[config.mk]
export PLATFORM = sky130hd
export DESIGN_NAME = vram_arbiter_flat
export DESIGN_NICKNAME = d
export VERILOG_FILES = /design/src/rtl/vram_arbiter_if.sv /design/src/rtl/vram_arbiter.sv /design/src/flat_wrapper.sv
export SDC_FILE = /design/constraint.sdc
export NUM_CORES = 1
export LEC_CHECK = 0
export CAP_MARGIN = 40
export CORE_MARGIN = 1
export CORE_UTILIZATION = 31
export CTS_CLUSTER_SIZE = 16
export DETAILED_ROUTE_END_ITERATION = 16
export PLACE_DENSITY = 0.89
export SYNTH_ARGS = -nofsm -noshare
export SYNTH_HDL_FRONTEND = slang
export SYNTH_SLANG_ARGS = --single-unit
[constraint.sdc]
create_clock -name clk -period 2.4 [get_ports clk]
set_clock_uncertainty 0.2 [all_clocks]
set_input_delay 0.36 -clock clk [delete_from_list [all_inputs] [get_ports clk]]
set_output_delay 0.36 -clock clk [all_outputs]
set_load 0.005 [all_outputs]
[src/rtl/vram_arbiter_if.sv]
// Bundle of requester, arbiter and RAM-port signals for vram_arbiter.
// The slave modport is the arbiter's view; the master modport is the requester/RAM side.
interface vram_arbiter_if #(
    parameter int NREQ = 4,
    parameter int AW   = 16,
    parameter int DW   = 8
);
    logic [NREQ-1:0]    req;
    logic [NREQ-1:0]    req_we;
    logic [NREQ*AW-1:0] req_addr;
    logic [NREQ*DW-1:0] req_wdata;
    logic [NREQ-1:0]    gnt;
    logic [NREQ-1:0]    rvalid;
    logic [DW-1:0]      rdata;
    logic               mem_en;
    logic               mem_we;
    logic [AW-1:0]      mem_addr;
    logic [DW-1:0]      mem_wdata;
    logic [DW-1:0]      mem_rdata;
    logic               busy;

    modport slave (
        input  req, req_we, req_addr, req_wdata, mem_rdata,
        output gnt, rvalid, rdata, mem_en, mem_we, mem_addr, mem_wdata, busy
    );

    modport master (
        output req, req_we, req_addr, req_wdata, mem_rdata,
        input  gnt, rvalid, rdata, mem_en, mem_we, mem_addr, mem_wdata, busy
    );
endinterface

[src/rtl/vram_arbiter.sv]
// Round-robin arbiter sharing one single-port RAM among NREQ requesters,
// granting bursts of up to MAX_BURST beats with one IDLE cycle between grants.
module vram_arbiter #(
    parameter int NREQ      = 4,
    parameter int AW        = 16,
    parameter int DW        = 8,
    parameter int MAX_BURST = 4
) (
    input  logic           clk,
    input  logic           rst,
    vram_arbiter_if.slave  bus
);
    localparam int OW = $clog2(NREQ);
    localparam logic [0:0] ST_IDLE = 1'b0;
    localparam logic [0:0] ST_OWN  = 1'b1;

    logic [0:0]      state_q, state_d;
    logic [OW-1:0]   owner_q, owner_d;
    logic [OW-1:0]   ptr_q, ptr_d;
    logic [3:0]      cnt_q, cnt_d;
    logic [NREQ-1:0] rvalid_q, rvalid_d;
    logic [NREQ-1:0] gnt;
    logic [OW-1:0]   pick;
    logic [OW-1:0]   next_ptr;
    logic            owner_req;
    logic            owner_we;
    logic [AW-1:0]   owner_addr;
    logic [DW-1:0]   owner_wdata;

    // Grants and read-valids are masked during reset so no beat or stale
    // read completion is visible while rst is high.
    genvar gi;
    generate
        for (gi = 0; gi < NREQ; gi++) begin : g_lane
            assign gnt[gi]        = !rst && (state_q == ST_OWN) && (owner_q == OW'(gi)) && bus.req[gi];
            assign rvalid_d[gi]   = gnt[gi] & ~bus.req_we[gi];
            assign bus.gnt[gi]    = gnt[gi];
            assign bus.rvalid[gi] = rvalid_q[gi] & ~rst;
        end
    endgenerate

    // Rotating priority search: first request at or above ptr, wrapping.
    always_comb begin
        logic [OW:0]   sum;
        logic [OW-1:0] cand;
        logic          found;
        pick  = ptr_q;
        found = 1'b0;
        sum   = '0;
        cand  = '0;
        for (int k = 0; k < NREQ; k++) begin
            sum = {1'b0, ptr_q} + (OW+1)'(k);
            if (sum >= (OW+1)'(NREQ)) begin
                sum = sum - (OW+1)'(NREQ);
            end
            cand = sum[OW-1:0];
            if (!found && bus.req[cand]) begin
                pick  = cand;
                found = 1'b1;
            end
        end
    end

    always_comb begin
        owner_req   = 1'b0;
        owner_we    = 1'b0;
        owner_addr  = '0;
        owner_wdata = '0;
        for (int i = 0; i < NREQ; i++) begin
            if (owner_q == OW'(i)) begin
                owner_req   = bus.req[i];
                owner_we    = bus.req_we[i];
                owner_addr  = bus.req_addr[i*AW +: AW];
                owner_wdata = bus.req_wdata[i*DW +: DW];
            end
        end
    end

    assign next_ptr = (owner_q == OW'(NREQ-1)) ? '0 : owner_q + OW'(1);

    always_comb begin
        state_d = state_q;
        owner_d = owner_q;
        ptr_d   = ptr_q;
        cnt_d   = cnt_q;
        case (state_q)
            ST_IDLE: begin
                if (|bus.req) begin
                    state_d = ST_OWN;
                    owner_d = pick;
                    cnt_d   = '0;
                end
            end
            ST_OWN: begin
                if (!owner_req) begin
                    state_d = ST_IDLE;
                    ptr_d   = next_ptr;
                end else begin
                    cnt_d = cnt_q + 4'd1;
                    if (cnt_q == 4'(MAX_BURST - 1)) begin
                        state_d = ST_IDLE;
                        ptr_d   = next_ptr;
                    end
                end
            end
            default: state_d = ST_IDLE;
        endcase
    end

    always_ff @(posedge clk) begin
        if (rst) begin
            state_q  <= ST_IDLE;
            owner_q  <= '0;
            ptr_q    <= '0;
            cnt_q    <= '0;
            rvalid_q <= '0;
        end else begin
            state_q  <= state_d;
            owner_q  <= owner_d;
            ptr_q    <= ptr_d;
            cnt_q    <= cnt_d;
            rvalid_q <= rvalid_d;
        end
    end

    assign bus.mem_en    = |gnt;
    assign bus.mem_we    = bus.mem_en & owner_we;
    assign bus.mem_addr  = owner_addr;
    assign bus.mem_wdata = owner_wdata;
    assign bus.rdata     = bus.mem_rdata;
    assign bus.busy      = (state_q == ST_OWN);
endmodule

[src/flat_wrapper.sv]
// flat-port wrapper written by rule: the top's interface ports become plain ports
module vram_arbiter_flat 
#(
    parameter int NREQ      = 4,
    parameter int AW        = 16,
    parameter int DW        = 8,
    parameter int MAX_BURST = 4
)
  (clk, rst, bus_req, bus_req_we, bus_req_addr, bus_req_wdata, bus_mem_rdata, bus_gnt, bus_rvalid, bus_rdata, bus_mem_en, bus_mem_we, bus_mem_addr, bus_mem_wdata, bus_busy);
  vram_arbiter_if #(.NREQ(NREQ), .AW(AW), .DW(DW)) bus_i ();
  input  logic clk;
  input  logic rst;
  input wire logic [$bits(bus_i.req)-1:0] bus_req;
  input wire logic [$bits(bus_i.req_we)-1:0] bus_req_we;
  input wire logic [$bits(bus_i.req_addr)-1:0] bus_req_addr;
  input wire logic [$bits(bus_i.req_wdata)-1:0] bus_req_wdata;
  input wire logic [$bits(bus_i.mem_rdata)-1:0] bus_mem_rdata;
  output wire logic [$bits(bus_i.gnt)-1:0] bus_gnt;
  output wire logic [$bits(bus_i.rvalid)-1:0] bus_rvalid;
  output wire logic [$bits(bus_i.rdata)-1:0] bus_rdata;
  output wire logic [$bits(bus_i.mem_en)-1:0] bus_mem_en;
  output wire logic [$bits(bus_i.mem_we)-1:0] bus_mem_we;
  output wire logic [$bits(bus_i.mem_addr)-1:0] bus_mem_addr;
  output wire logic [$bits(bus_i.mem_wdata)-1:0] bus_mem_wdata;
  output wire logic [$bits(bus_i.busy)-1:0] bus_busy;
  assign bus_i.req = bus_req;
  assign bus_i.req_we = bus_req_we;
  assign bus_i.req_addr = bus_req_addr;
  assign bus_i.req_wdata = bus_req_wdata;
  assign bus_i.mem_rdata = bus_mem_rdata;
  assign bus_gnt = bus_i.gnt;
  assign bus_rvalid = bus_i.rvalid;
  assign bus_rdata = bus_i.rdata;
  assign bus_mem_en = bus_i.mem_en;
  assign bus_mem_we = bus_i.mem_we;
  assign bus_mem_addr = bus_i.mem_addr;
  assign bus_mem_wdata = bus_i.mem_wdata;
  assign bus_busy = bus_i.busy;
  vram_arbiter #(.NREQ(NREQ), .AW(AW), .DW(DW), .MAX_BURST(MAX_BURST)) u_core (.clk(clk), .rst(rst), .bus(bus_i));
endmodule
==> results of run 1 <==
## routing by layer
metal  vias up  track usage [%]
met3        23             4.50
met5         -                0
met2       132             43.9
met4         0             5.14
met1      1097             22.6
li1       1232                -
## report_power, final
part	switching (mW)	leakage (nW)	internal (mW)
Combinational	0.326	1.27	0.468
Clock	0.0811	0.0228	0.117
Sequential	0.0116	0.107	0.228
## metrics by stage
stage / cells / hold slack, ns / power, mW / utilization, %
2_1_floorplan: 271 / 0.232 / 0.567 / -
3_3_place_gp: 483 / 0.266 / 1.01 / 63.8
3_5_place_dp: 483 / 0.285 / 1.03 / 63.8
4_1_cts: 488 / 0.293 / 1.20 / 65.5
5_1_grt: 491 / 0.326 / 1.33 / 66.4
6_report: 491 / 0.282 / 1.23 / 66.4
## cell type report
class                   instances  area [um^2]
clock buffers                   4         45.0
fillers                       442         1740
inverters                      12         45.0
multi-input cells             218         1310
flip-flops and latches         13          263
well taps                      70         87.6
repair buffers                174         1680
## synthesized netlist by cell type (2+ instances only)
cell type	instances	area [um^2]
buf_4	8	60.1
o221ai_1	2	17.5
mux2i_1	3	30.0
nand3b_1	21	158
nor2_2	2	12.5
nor2_1	17	63.8
nand2_1	52	195
nand3_1	5	25.0
a211o_1	2	17.5
o21ai_1	3	15.0
clkbuf_1	16	60.1
buf_2	2	10.0
o21ai_0	24	120
ha_1	5	62.6
dfxtp_1	13	260
inv_1	12	45.0
a22oi_1	3	22.5
a21oi_1	53	265
nor2b_1	7	43.8
## sequential cells by signal, summed over array words and instances (netlist names)
name	cells
u_core.owner_q	2
u_core.bus.busy	1
u_core.ptr_q	2
u_core.rvalid_q	4
u_core.cnt_q	4
## worst min-delay path, cell delays in order (launching register included)
cell     delay [ns]
dfxtp_1        0.31
o21ai_0        0.07
a21oi_1        0.06
## cell families (layout without fill, tap and decap cells)
kind of cell    after synthesis  after routing  synth area share, %
buf+inv                      40            190                 11.9
mux                           4              4                 2.45
fa+ha+maj                     5              5                 3.71
simple gates                114            114                 33.9
compound gates               95             95                 32.7
flops                        13             13                 15.4
## worst max path at each step
stage	slack [ns]	to
floorplan	0.31	bus_mem_addr[10]
global placement	-0.1	bus_mem_we
detailed placement	-0.16	bus_mem_we
CTS	0.001	bus_mem_we
global route	-0.01	bus_gnt[0]
finish	0.04	bus_mem_we
## repair_timing
action	in CTS	in global routing
hold endpoints to repair	0	0
cloned	0	1
resized for setup	43	47
pin swaps	1	3
setup buffers	1	2
endpoints found under the setup margin	30	24
==> results.cfg, run 1 <==
[finish]
syn2layout_area_growth_pct = 104
drive_above_1_share_pct = 17.3
num-nets-final = 541
finalInstanceArea_um2 = 3430
final_cell_mix = clkdlybuf4s50_1 (112), nand2_1 (52), a21oi_1 (49)
layout_commonest_cell = clkdlybuf4s50_1
insertedDiodeCount = 0

[timing]
tightest_slew_ns = 0.426
setup_viol = 0
fmax_mhz = 423
max_slew_margin_pct = 71.5
report.final.slew_viol_count = 0
fin_ws_ns = 0.0376
tns_ns = 0
min_period_over_period_pct = 98.4
finalCriticalPeriod_ns = 2.36
rsz0062_at_grt = true
hold_viol = 0

[floorplanning]
die_w_um = 75.7
coreArea_um2 = 5170
std_cell_rows = 26
start_util_pct = 32.6
die_h_um = 75.7
die_area_um2 = 5740
boundaryPins = 157

[power]
p_leak_nw = 1.40
power.density_nw_per_um2 = 359
ir_worst_vdd_mv = 0.237

[critical_path]
r2r_start = u_core.owner_q[0]$_SDFFE_PP0P_
cp-start-kind = flip-flop
rrSetupSlack_ns = 0.13
reg2reg_depth = 10
cp.depth = 7
cp_top_family = buffers and inverters
crit_path_frequent_cell = buf_4
path_max_fanout = 6
timing.rr.end = u_core.cnt_q[0]$_SDFFE_PP0P_
worstPathRequired_ns = 1.84
worst_setup_path_end_kind = output port
worst_path_max_delay_cell = dfxtp_2
cp_slowest_stage_delay_ns = 0.37
cp_cell_sequence = inv_2, buf_4, ha_4, buf_4, a211o_1, a21boi_2, dlygate4sd2_1
critPathArrivalTime_ns = 1.80
critPathLaunch = u_core.owner_q[0]$_SDFFE_PP0P_
critPathBufInv = 4
setup.worst_path.class = reg -> out

[route]
wl_per_cell_um = 13.9
drc_errors = 0
wl_met2_um = 3430
drt_iter0_drc = 61
ant_nets = 0
drt-vias-per-instance = 5.06
firstDrtPassIters = 4
vias = 2484
routed_wl_um = 6800
top_layer = met4
met1_length_um = 2540
wl_met3_um = 656

[grt]
grt_max_degree = 34
grt_first_pass_wirelength_um = 9710
grt.total_usage_pct = 21.7
grt_pass1_vias = 2214
antenna_found_initial = 0
grt_remaining_overflow = 0

[clock_tree]
cts.clk_slew.worst_paths_ns = 0.06
clk_latency_ns = 0.25
cts_hold_buf = 0
root_buffer = clkbuf_8
cts_tree = yes
cts_buffers = 3
clockBufferDepth = 2
cts.htree.levels = 1
cts_sinks = 13

[logic_synthesis]
avgSynthCellArea_um2 = 6.22
yosysUniqueCellTypes = 40
yosys_warnings = 0
syn_nets = 390
synth.ff_latch_count = 13
ys_seq_area_share_pct = 15.4
async_flop_share_pct = 0
postSynthCellCount = 271
ys.flop_type = dfxtp_1
synth_area_um2 = 1690
synth-edff-count = 0

[placement]
dp_hpwl_um = 5130
placed_area_um2 = 3300
port_buffers = 140
place.gp.congestion = 0.888
dp_slack_ns = -0.160

[worst_hold_path]
min_path_type = reg -> reg
hp-start = u_core.cnt_q[3]$_SDFFE_PP0P_
hold_depth = 2
hold_end = u_core.cnt_q[3]$_SDFFE_PP0P_

[run_status]
status = finished, final reports clean

[job]
max-cap-violations = 0
Note: power is estimated with default switching activity, not from simulation.
==> run 2: changes to the inputs <==
CORE_UTILIZATION = 30   (was 31)
PLACE_DENSITY = 0.86   (was 0.89)
clock period = 2.42 ns   (was 2.4 ns; I/O delays follow)
==> run 2 against run 1 <==
- combinational power fell by 0.6%
- first-iteration DRC count unchanged
- setup slack got worse by 0.0058 ns
- utilization is 0.26 points lower
- total power is 0.44% lower
- design area grew 1.5%
- critical path type unchanged
==> results.cfg, run 2 (synthesis gave the netlist of run 1 again) <==
[placement]
port_buffers = 140
place_inst = 484
dp_hpwl_um = 5020
place.gp.congestion = 0.863

[critical_path]
worstPathRequired_ns = 1.86
cp_cell_sequence = inv_4, ha_4, buf_4, nor2b_4, buf_4, a22oi_1, nor2_1, a21oi_1, o21ai_0, clkdlybuf4s15_1
setup.worst_path.class = reg -> out
worst_setup_path_end_kind = output port
path_max_fanout = 5
worst_path_max_delay_cell = dfxtp_2
crit_path_frequent_cell = buf_4
cp-start-kind = flip-flop
critPathArrivalTime_ns = 1.83
cp_slowest_stage_delay_ns = 0.36

[route]
routed_wl_um = 6660
drt-vias-per-instance = 5.02
vias = 2470
firstDrtPassIters = 4
ant_nets = 0
drc_errors = 0
wl_per_cell_um = 13.5
drt_iter0_drc = 61

[grt]
grt_first_pass_wirelength_um = 10700
antenna_found_initial = 0
grt_remaining_overflow = 0
grt_max_degree = 32
grt.total_usage_pct = 21.6
grt_pass1_vias = 2480

[power]
p_leak_nw = 1.38
power.density_nw_per_um2 = 352
ir_worst_vdd_mv = 0.288
fin_total_pwr_mw = 1.23

[timing]
rsz0062_at_grt = true
hold_viol = 0
finalCriticalPeriod_ns = 2.39
min_period_over_period_pct = 98.7
setup_viol = 0
tns_ns = 0
fmax_mhz = 419
holdWs_ns = 0.290
max_slew_margin_pct = 70.4
tightest_slew_ns = 0.443
report.final.slew_viol_count = 0

[finish]
drive_above_1_share_pct = 17.5
final_cells = 492
final_cell_mix = clkdlybuf4s50_1 (113), nand2_1 (52), a21oi_1 (48)
finalCoreUtilization_pct = 66.1
layout_commonest_cell = clkdlybuf4s50_1
num-nets-final = 542
syn2layout_area_growth_pct = 107
insertedDiodeCount = 0
reg_top3 = u_core.cnt_q (4), u_core.rvalid_q (4)

[floorplanning]
die_w_um = 77.0
die_area_um2 = 5920
std_cell_rows = 26
die_h_um = 77.0
start_util_pct = 32.0
coreArea_um2 = 5270
boundaryPins = 157

[clock_tree]
clockBufferDepth = 2
cts.clk_slew.worst_paths_ns = 0.06
cts.htree.levels = 1
cts_tree = yes
clk_latency_ns = 0.25
cts_buffers = 3
cts_hold_buf = 0
cts_sinks = 13
root_buffer = clkbuf_8

[job]
max-cap-violations = 0

[run_status]
status = finished, final reports clean

[worst_hold_path]
min_path_type = reg -> reg
-- run 2: changes by cell type in the layout (fill, tap and decap cells not counted), sizes merged --
cell,change
clkdlybuf4s50,+1
buf,+2
clkinv,+1
clkdlybuf4s15,+4
dlymetal6s2s,-1
clkbuf,-6
-- run 2: per-layer routing --
layer / GRT usage (%) / wire length, um / vias up
li1: - / - / 1234
met3: 3.69 / 462 / 12
met5: 0 / 0 / -
met2: 42.7 / 3300 / 116
met4: 4.81 / 93 / 0
met1: 23.5 / 2800 / 1108
-- run 2: layout make-up --
type / count / area [um^2]
Tap cell: 70 / 87.6
Clock inverter: 1 / 5.00
Fill cell: 451 / 1790
Multi-Input combinational cell: 218 / 1330
Inverter: 12 / 47.5
Sequential cell: 13 / 265
Clock buffer: 3 / 41.3
Timing Repair Buffer: 175 / 1710
-- run 2: timing repair --
item | CTS | global route
buffers inserted | 0 | 3
resized for setup | 44 | 42
pin swaps | 2 | 5
gates cloned | 0 | 1
endpoints found under the setup margin | 30 | 25
-- run 2: through the flow --
stage | setup WS, ns | instance area, um^2
6_report | 0.0318 | 3480
5_1_grt | -0.0727 | 3480
4_1_cts | -0.00502 | 3390
3_5_place_dp | -0.167 | 3310
3_3_place_gp | -0.103 | 3310
2_1_floorplan | 0.331 | 1690
-- run 2: worst max-delay path, delay by kind of cell (launching register included) --
kind / cells / cell delay (ns)
buf+inv: 4 / 0.57
flops: 1 / 0.36
compound gates: 3 / 0.24
simple gates: 2 / 0.22
fa+ha+maj: 1 / 0.19
-- run 2: final timing paths --
check / from / to / slack (ns) / depth (start not counted)
max: u_core.owner_q[1]$_SDFFE_PP0P_ / bus_mem_wdata[7] / 0.03 / 10
min: u_core.cnt_q[3]$_SDFFE_PP0P_ / u_core.cnt_q[3]$_SDFFE_PP0P_ / 0.29 / 2
max reg2reg: u_core.owner_q[0]$_SDFFE_PP0P_ / u_core.cnt_q[3]$_SDFFE_PP0P_ / 0.24 / 10
min reg2reg: u_core.cnt_q[3]$_SDFFE_PP0P_ / u_core.cnt_q[3]$_SDFFE_PP0P_ / 0.29 / 2
-- run 2: power by group --
group	internal [mW]	switching (mW)
sequential	0.225	0.0119
combinational	0.469	0.320
clock	0.114	0.0853
total	0.809	0.417
==> run 3: changes to the inputs <==
CTS_CLUSTER_SIZE = 8   (was 16)
==> results of run 3 <==
Same layout as run 2: the final DEF is identical, and so are final timing and power.
